File: config.mk
export PLATFORM = sky130hd
export DESIGN_NAME = pc_sequencer
export DESIGN_NICKNAME = d
export VERILOG_FILES = /design/src/rtl/pc_seq_pkg.sv /design/src/rtl/return_stack.sv /design/src/rtl/pc_sequencer.sv
export SDC_FILE = /design/constraint.sdc
export NUM_CORES = 1
export LEC_CHECK = 0
export CAP_MARGIN = 10
export CORE_ASPECT_RATIO = 1.5
export CORE_MARGIN = 4
export CORE_UTILIZATION = 50
export DETAILED_ROUTE_END_ITERATION = 12
export PLACE_DENSITY = 0.76
export SETUP_SLACK_MARGIN = 0.1
export SYNTH_ARGS = -nofsm -noshare
export SYNTH_HDL_FRONTEND = slang
export SYNTH_SLANG_ARGS = --single-unit
File: constraint.sdc
create_clock -name clk -period 3.5 [get_ports clk]
set_input_delay 0.525 -clock clk [delete_from_list [all_inputs] [get_ports clk]]
set_output_delay 0.525 -clock clk [all_outputs]
set_load 0.01 [all_outputs]
File: src/rtl/pc_seq_pkg.sv
// Shared types and helpers for the program-counter sequencer.
package pc_seq_pkg;

  // Source selected for the next program counter value.
  typedef enum logic [2:0] {
    SEL_INC,
    SEL_BR,
    SEL_JMP,
    SEL_RET,
    SEL_EXC,
    SEL_HOLD
  } pc_sel_t;

  // Widest value sext handles; callers truncate the result to their address width.
  localparam int unsigned SEXT_W = 64;

  // Sign-extend the low 'width' bits of val to SEXT_W bits.
  function automatic logic [SEXT_W-1:0] sext(input logic [SEXT_W-1:0] val,
                                             input int unsigned       width);
    logic signed [SEXT_W-1:0] shifted;
    shifted = $signed(val << (SEXT_W - width));
    return shifted >>> (SEXT_W - width);
  endfunction

endpackage

File: src/rtl/return_stack.sv
// Circular-buffer return-address stack. A push when full overwrites the
// oldest entry; a pop when empty does nothing. Pop wins over push.
module return_stack #(
  parameter int DEPTH = 4,
  parameter int WIDTH = 32
) (
  input  logic             clk,
  input  logic             reset,
  input  logic             push,
  input  logic             pop,
  input  logic [WIDTH-1:0] push_data,
  output logic [WIDTH-1:0] top,
  output logic             empty,
  output logic             full
);

  localparam int PTR_W = $clog2(DEPTH);
  localparam int CNT_W = $clog2(DEPTH + 1);

  logic [WIDTH-1:0] mem [DEPTH];
  logic [PTR_W-1:0] ptr;
  logic [PTR_W-1:0] ptr_inc;
  logic [CNT_W-1:0] count;

  // The slot after the top is also the oldest slot once the buffer is full,
  // so writing there implements drop-oldest for free.
  assign ptr_inc = ptr + PTR_W'(1);

  // Pointer and occupancy update.
  always_ff @(posedge clk) begin
    // NOTE: sequential state is assigned with <= so every register samples
    // pre-edge values regardless of statement order.
    if (reset) begin
      ptr   <= '0;
      count <= '0;
    end else if (pop) begin
      if (count != '0) begin
        ptr   <= ptr - PTR_W'(1);
        count <= count - CNT_W'(1);
      end
    end else if (push) begin
      ptr <= ptr_inc;
      if (count != CNT_W'(DEPTH)) count <= count + CNT_W'(1);
    end
  end

  // Entry storage.
  always_ff @(posedge clk) begin
    // NOTE: the storage array is deliberately not reset; count gates what is
    // visible, and leaving it out keeps the array mappable to plain flops/RAM.
    if (!reset && !pop && push) mem[ptr_inc] <= push_data;
  end

  assign top   = mem[ptr];
  assign empty = (count == '0);
  assign full  = (count == CNT_W'(DEPTH));

endmodule

File: src/rtl/pc_sequencer.sv
// Fetch-stage program counter: chooses increment, branch, jump, return or
// exception vector each cycle and keeps a return-address stack for calls.
module pc_sequencer
  import pc_seq_pkg::*;
#(
  parameter int                    ADDR_WIDTH   = 32,
  parameter int unsigned           STEP         = 1,
  parameter int unsigned           OFF_WIDTH    = 16,
  parameter logic [ADDR_WIDTH-1:0] RESET_VECTOR = '0,
  parameter logic [ADDR_WIDTH-1:0] EXC_VECTOR   = 'h20,
  parameter int                    RAS_DEPTH    = 4
) (
  input  logic                  clk,
  input  logic                  reset,
  input  logic                  stall,
  input  logic                  exception,
  input  logic                  branch_taken,
  input  logic [OFF_WIDTH-1:0]  branch_offset,
  input  logic                  jump,
  input  logic [ADDR_WIDTH-1:0] jump_target,
  input  logic                  call,
  input  logic                  ret,
  output logic [ADDR_WIDTH-1:0] pc,
  output logic [ADDR_WIDTH-1:0] next_pc,
  output logic                  ras_empty,
  output logic                  ras_full,
  output logic                  ras_underflow
);

  pc_sel_t               sel;
  logic [ADDR_WIDTH-1:0] inc;
  logic [ADDR_WIDTH-1:0] br_target;
  logic [ADDR_WIDTH-1:0] ras_top;
  logic                  push;
  logic                  pop;
  logic                  underflow_set;

  // Address arithmetic wraps silently modulo 2^ADDR_WIDTH.
  assign inc       = pc + ADDR_WIDTH'(STEP);
  assign br_target = inc + ADDR_WIDTH'(sext(SEXT_W'(branch_offset), OFF_WIDTH));

  // Priority select: exception > stall > ret > jump > branch > increment.
  always_comb begin
    // NOTE: defaulting every always_comb output first means no path leaves a
    // signal unassigned, so no latch can be inferred.
    sel = SEL_INC;
    if (exception)         sel = SEL_EXC;
    else if (stall)        sel = SEL_HOLD;
    else if (ret)          sel = ras_empty ? SEL_INC : SEL_RET;
    else if (jump)         sel = SEL_JMP;
    else if (branch_taken) sel = SEL_BR;
  end

  // Next-PC mux and stack controls derived from the selected source.
  always_comb begin
    next_pc = inc;
    unique case (sel)
      SEL_INC:  next_pc = inc;
      SEL_BR:   next_pc = br_target;
      SEL_JMP:  next_pc = jump_target;
      SEL_RET:  next_pc = ras_top;
      SEL_EXC:  next_pc = EXC_VECTOR;
      SEL_HOLD: next_pc = pc;
      default:  next_pc = inc;
    endcase
  end

  assign push          = (sel == SEL_JMP) && call;
  assign pop           = (sel == SEL_RET);
  assign underflow_set = !exception && !stall && ret && ras_empty;

  return_stack #(
    .DEPTH (RAS_DEPTH),
    .WIDTH (ADDR_WIDTH)
  ) u_ras (
    .clk       (clk),
    .reset     (reset),
    .push      (push),
    .pop       (pop),
    .push_data (inc),
    .top       (ras_top),
    .empty     (ras_empty),
    .full      (ras_full)
  );

  // PC register and one-cycle underflow pulse; reset overrides everything.
  always_ff @(posedge clk) begin
    if (reset) begin
      pc            <= RESET_VECTOR;
      ras_underflow <= 1'b0;
    end else begin
      pc            <= next_pc;
      ras_underflow <= underflow_set;
    end
  end

endmodule

==> impl_metrics.env, run 1 <==
export IMPL_status="finished with violations"
export IMPL_failed_checks="setup timing"
export IMPL_fillers=850
export IMPL_synth_xor_area_share_pct=4.932
export IMPL_end_kind="output pin"
export IMPL_cts_buffers=17
export IMPL_grt_pass1_vias=9489
export IMPL_synthMuxAreaShare_pct=8.454
export IMPL_drtAntennaViolNets=0
export IMPL_postSynthAreaPerCell_um2=11.52
export IMPL_slowest_delay_ns=0.35
export IMPL_viasPerCell=6.527
export IMPL_synth_fa_ha_area_share_pct=6.395
export IMPL_worst_slack_ns=-1.074
export IMPL_wl_met1_um=12510
export IMPL_cts_buffer_depth=2
export IMPL_final_cell_mix="buf_4, edfxtp_1, clkdlybuf4s50_1"
export IMPL_critical_path_class="flip-flop to output pin"
export IMPL_h_tree_depth=4
export IMPL_slew_viol_final=0
export IMPL_topRoutingLayerUsed="met4"
export IMPL_crit_top_cell="buf_4"
export IMPL_worst_hold_slack_ns=0.4855
export IMPL_wl_per_cell_um=26.24
export IMPL_slew_headroom_pct=57.69
export IMPL_row_count=60
export IMPL_instances_no_fill=1444
export IMPL_slowest_stage="dfxtp_2"
export IMPL_fin_crit_ns=4.574
export IMPL_peakVddDrop_mv=0.3668
export IMPL_final_common_cell="buf_4"
export IMPL_dp_cells=1328
export IMPL_cts_root_buf="clkbuf_16"
export IMPL_syn_inst=802
export IMPL_syn_nets=904
export IMPL_drive_gt1_share_pct=50.69
export IMPL_synth_edf_count=128
export IMPL_clk_latency_ns=0.44
export IMPL_async_flop_share_pct=0
export IMPL_cts_sinks=168
export IMPL_grt_use_total_pct=32.29
export IMPL_dpl_hpwl_um=21270
export IMPL_intPower_mw=3.865
export IMPL_path_clk_slew_ns=0.07
export IMPL_synth_seq_cells=168
export IMPL_pin_count=123
export IMPL_drc=0
export IMPL_min_period_over_period_pct=130.7
export IMPL_grt_max_degree=39
export IMPL_start_util_pct=51.26
export IMPL_arrival_ns=4.05
export IMPL_met2RoutedLength_um=19440
export IMPL_hold_path_class="flip-flop to flip-flop"
export IMPL_cts_tree="built"
export IMPL_seqCellArea_um2=4696
export IMPL_tns_ns=-20.56
export IMPL_synth_seq_area_share_pct=50.29
export IMPL_die_area_um2=20750
export IMPL_chipWidth_um=119.0
export IMPL_required_ns=2.97
export IMPL_drt_initial_drc_count=1213
export IMPL_die_h_um=174.5
export IMPL_synthDistinctLibCells=55
export IMPL_crit_buf_inv=4
export IMPL_dr_pass1_iters=7
export IMPL_pwr_share_seq_pct=41.1
export IMPL_core_area_um2=18020
export IMPL_num_antenna_cells=0
export IMPL_fmaxAchievable_ghz=0.2186
export IMPL_wl_met3_um=2663
export IMPL_crit_chain="nand4_1, buf_4, nor2_4, buf_6, and3_4, xor2_4, ha_4, a21oi_2, o21ai_2, a221oi_2, o31a_1, o31ai_4, buf_4, a21oi_4, mux2i_2, nand2_1, buf_2"
export IMPL_overflow=0
export IMPL_synth_top_family_by_area="compound AO/OA/AOI/OAI gates"
export IMPL_p_sw_share_pct=27.43
export IMPL_ys_warn_count=0
export IMPL_antenna_found_initial=0
export IMPL_synth_simple_area_share_pct=12.63
export IMPL_clockPowerShare_pct=35.3
export IMPL_nNetsFinal=1316
export IMPL_power_leakage_nw=5.941
export IMPL_start_kind="flip-flop"
export IMPL_gp_congestion=0.9657
export IMPL_rsz0062_at_grt="true"
export IMPL_io_buffer_count=122
export IMPL_critPathTopFamily="compound AO/OA/AOI/OAI gates"
export IMPL_switchingPower_mw=1.461
export IMPL_cp_max_fo=4
export IMPL_setup_violations=38
export IMPL_syn_area_um2=9235
export IMPL_maxCapViolCount=0
export IMPL_fin_skew_ns=0.01092
export IMPL_syn2layout_area_growth_pct=63.58
export IMPL_tightest_slew_ns=0.6346
export IMPL_grt_pass1_wl_um=51350
export IMPL_hold_violations=0
export IMPL_vias=9425
export IMPL_multiInputGateArea_um2=5761
export IMPL_synth_main_ff_cell="edfxtp_1"
export IMPL_final_core_util_pct=83.85
export IMPL_p_per_area_nw_per_um2=352.6
export IMPL_combinationalPowerShare_pct=23.7
export IMPL_routed_wl_um=37900
export IMPL_synth_compound_area_share_pct=14.66
registers in the layout, summed over array words and instances (netlist names), named ones only:
signal / flops
u_ras.mem: 128
pc: 32
ras_underflow: 1
u_ras.count: 3
u_ras.ptr: 2
timing repair:
action                     CTS  global route
hold endpoints to repair     0             0
hold buffers                 0             0
pin swaps                  110            81
setup endpoints to repair   43            45
buffers inserted            61            32
resized for setup          255           116
cell families (layout without fill, tap and decap cells):
family	Yosys count	in the layout
fa+ha+maj	46	46
compound gates	199	199
mux	38	38
flops	168	168
xor+xnor	52	52
buf+inv	65	490
simple gates	234	234
Yosys cell counts (21+ instances only):
| cell type | number | share of area, % |
|---|---|---|
| nand2_1 | 71 | 2.9 |
| nand3_1 | 21 | 1.1 |
| o21ai_0 | 31 | 1.7 |
| mux4_2 | 32 | 7.8 |
| clkbuf_1 | 35 | 1.4 |
| nor2b_1 | 27 | 1.8 |
| edfxtp_1 | 128 | 42 |
| a21oi_1 | 64 | 3.5 |
| ha_1 | 44 | 6.0 |
| nor2_1 | 52 | 2.1 |
| inv_1 | 25 | 1.0 |
| dfxtp_1 | 40 | 8.7 |
| xnor2_1 | 36 | 3.4 |
path summary, 6_finish.rpt:
check                       from        endpoint  slack (ns)  cells after the start
setup / recovery           pc[6]     next_pc[29]       -1.07                     17
hold / removal    u_ras.count[1]  u_ras.count[1]        0.49                      2
setup reg to reg           pc[6]          pc[27]       -0.63                     22
hold reg to reg   u_ras.count[1]  u_ras.count[1]        0.49                      2
stage by stage:
| step | worst slack, ns | power [mW] | area, um2 |
|---|---|---|---|
| after floorplan | -0.02794 | 2.656 | 9505 |
| after global placement | -0.9633 | 3.160 | 12670 |
| after detailed placement | -0.9375 | 3.172 | 12670 |
| after CTS | -0.8427 | 5.123 | 14220 |
| after global routing | -1.150 | 5.459 | 15110 |
| final | -1.074 | 5.326 | 15110 |
per-layer routing:
| metal | track usage (%) | vias up |
|---|---|---|
| li1 | - | 3891 |
| met1 | 33.99 | 4589 |
| met2 | 58.79 | 708 |
| met3 | 5.632 | 237 |
| met4 | 20.59 | 0 |
| met5 | 0 | - |
tightest hold or removal path, stage by stage (launching register included):
cell	delay (ns)
dfxtp_1	0.32
nand2_1	0.06
a21oi_1	0.06
final cells by class:
class                      count  share of cell area [%]
tap                          217                   1.797
clock inverter                12                  0.9442
timing repair buffer         433                   24.52
sequential                   168                   31.08
clock buffer                  20                   2.891
inverter                      25                  0.6377
multi-input combinational    569                   38.13
power by group through the flow:
stage	clock network [mW]	logic (mW)	registers [mW]
after global placement	0	0.935	2.23
after floorplan	0	0.411	2.25
after global routing	1.96	1.31	2.19
after detailed placement	0	0.945	2.23
after CTS	1.88	1.06	2.18
final	1.88	1.26	2.19
Note: power is estimated with default switching activity, not from simulation.
==> run 2, diff against run 1 <==
Settings changed: CAP_MARGIN 10 to 20.
==> results of run 2 <==
No change in the layout: final DEF, timing and power equal those of run 1.
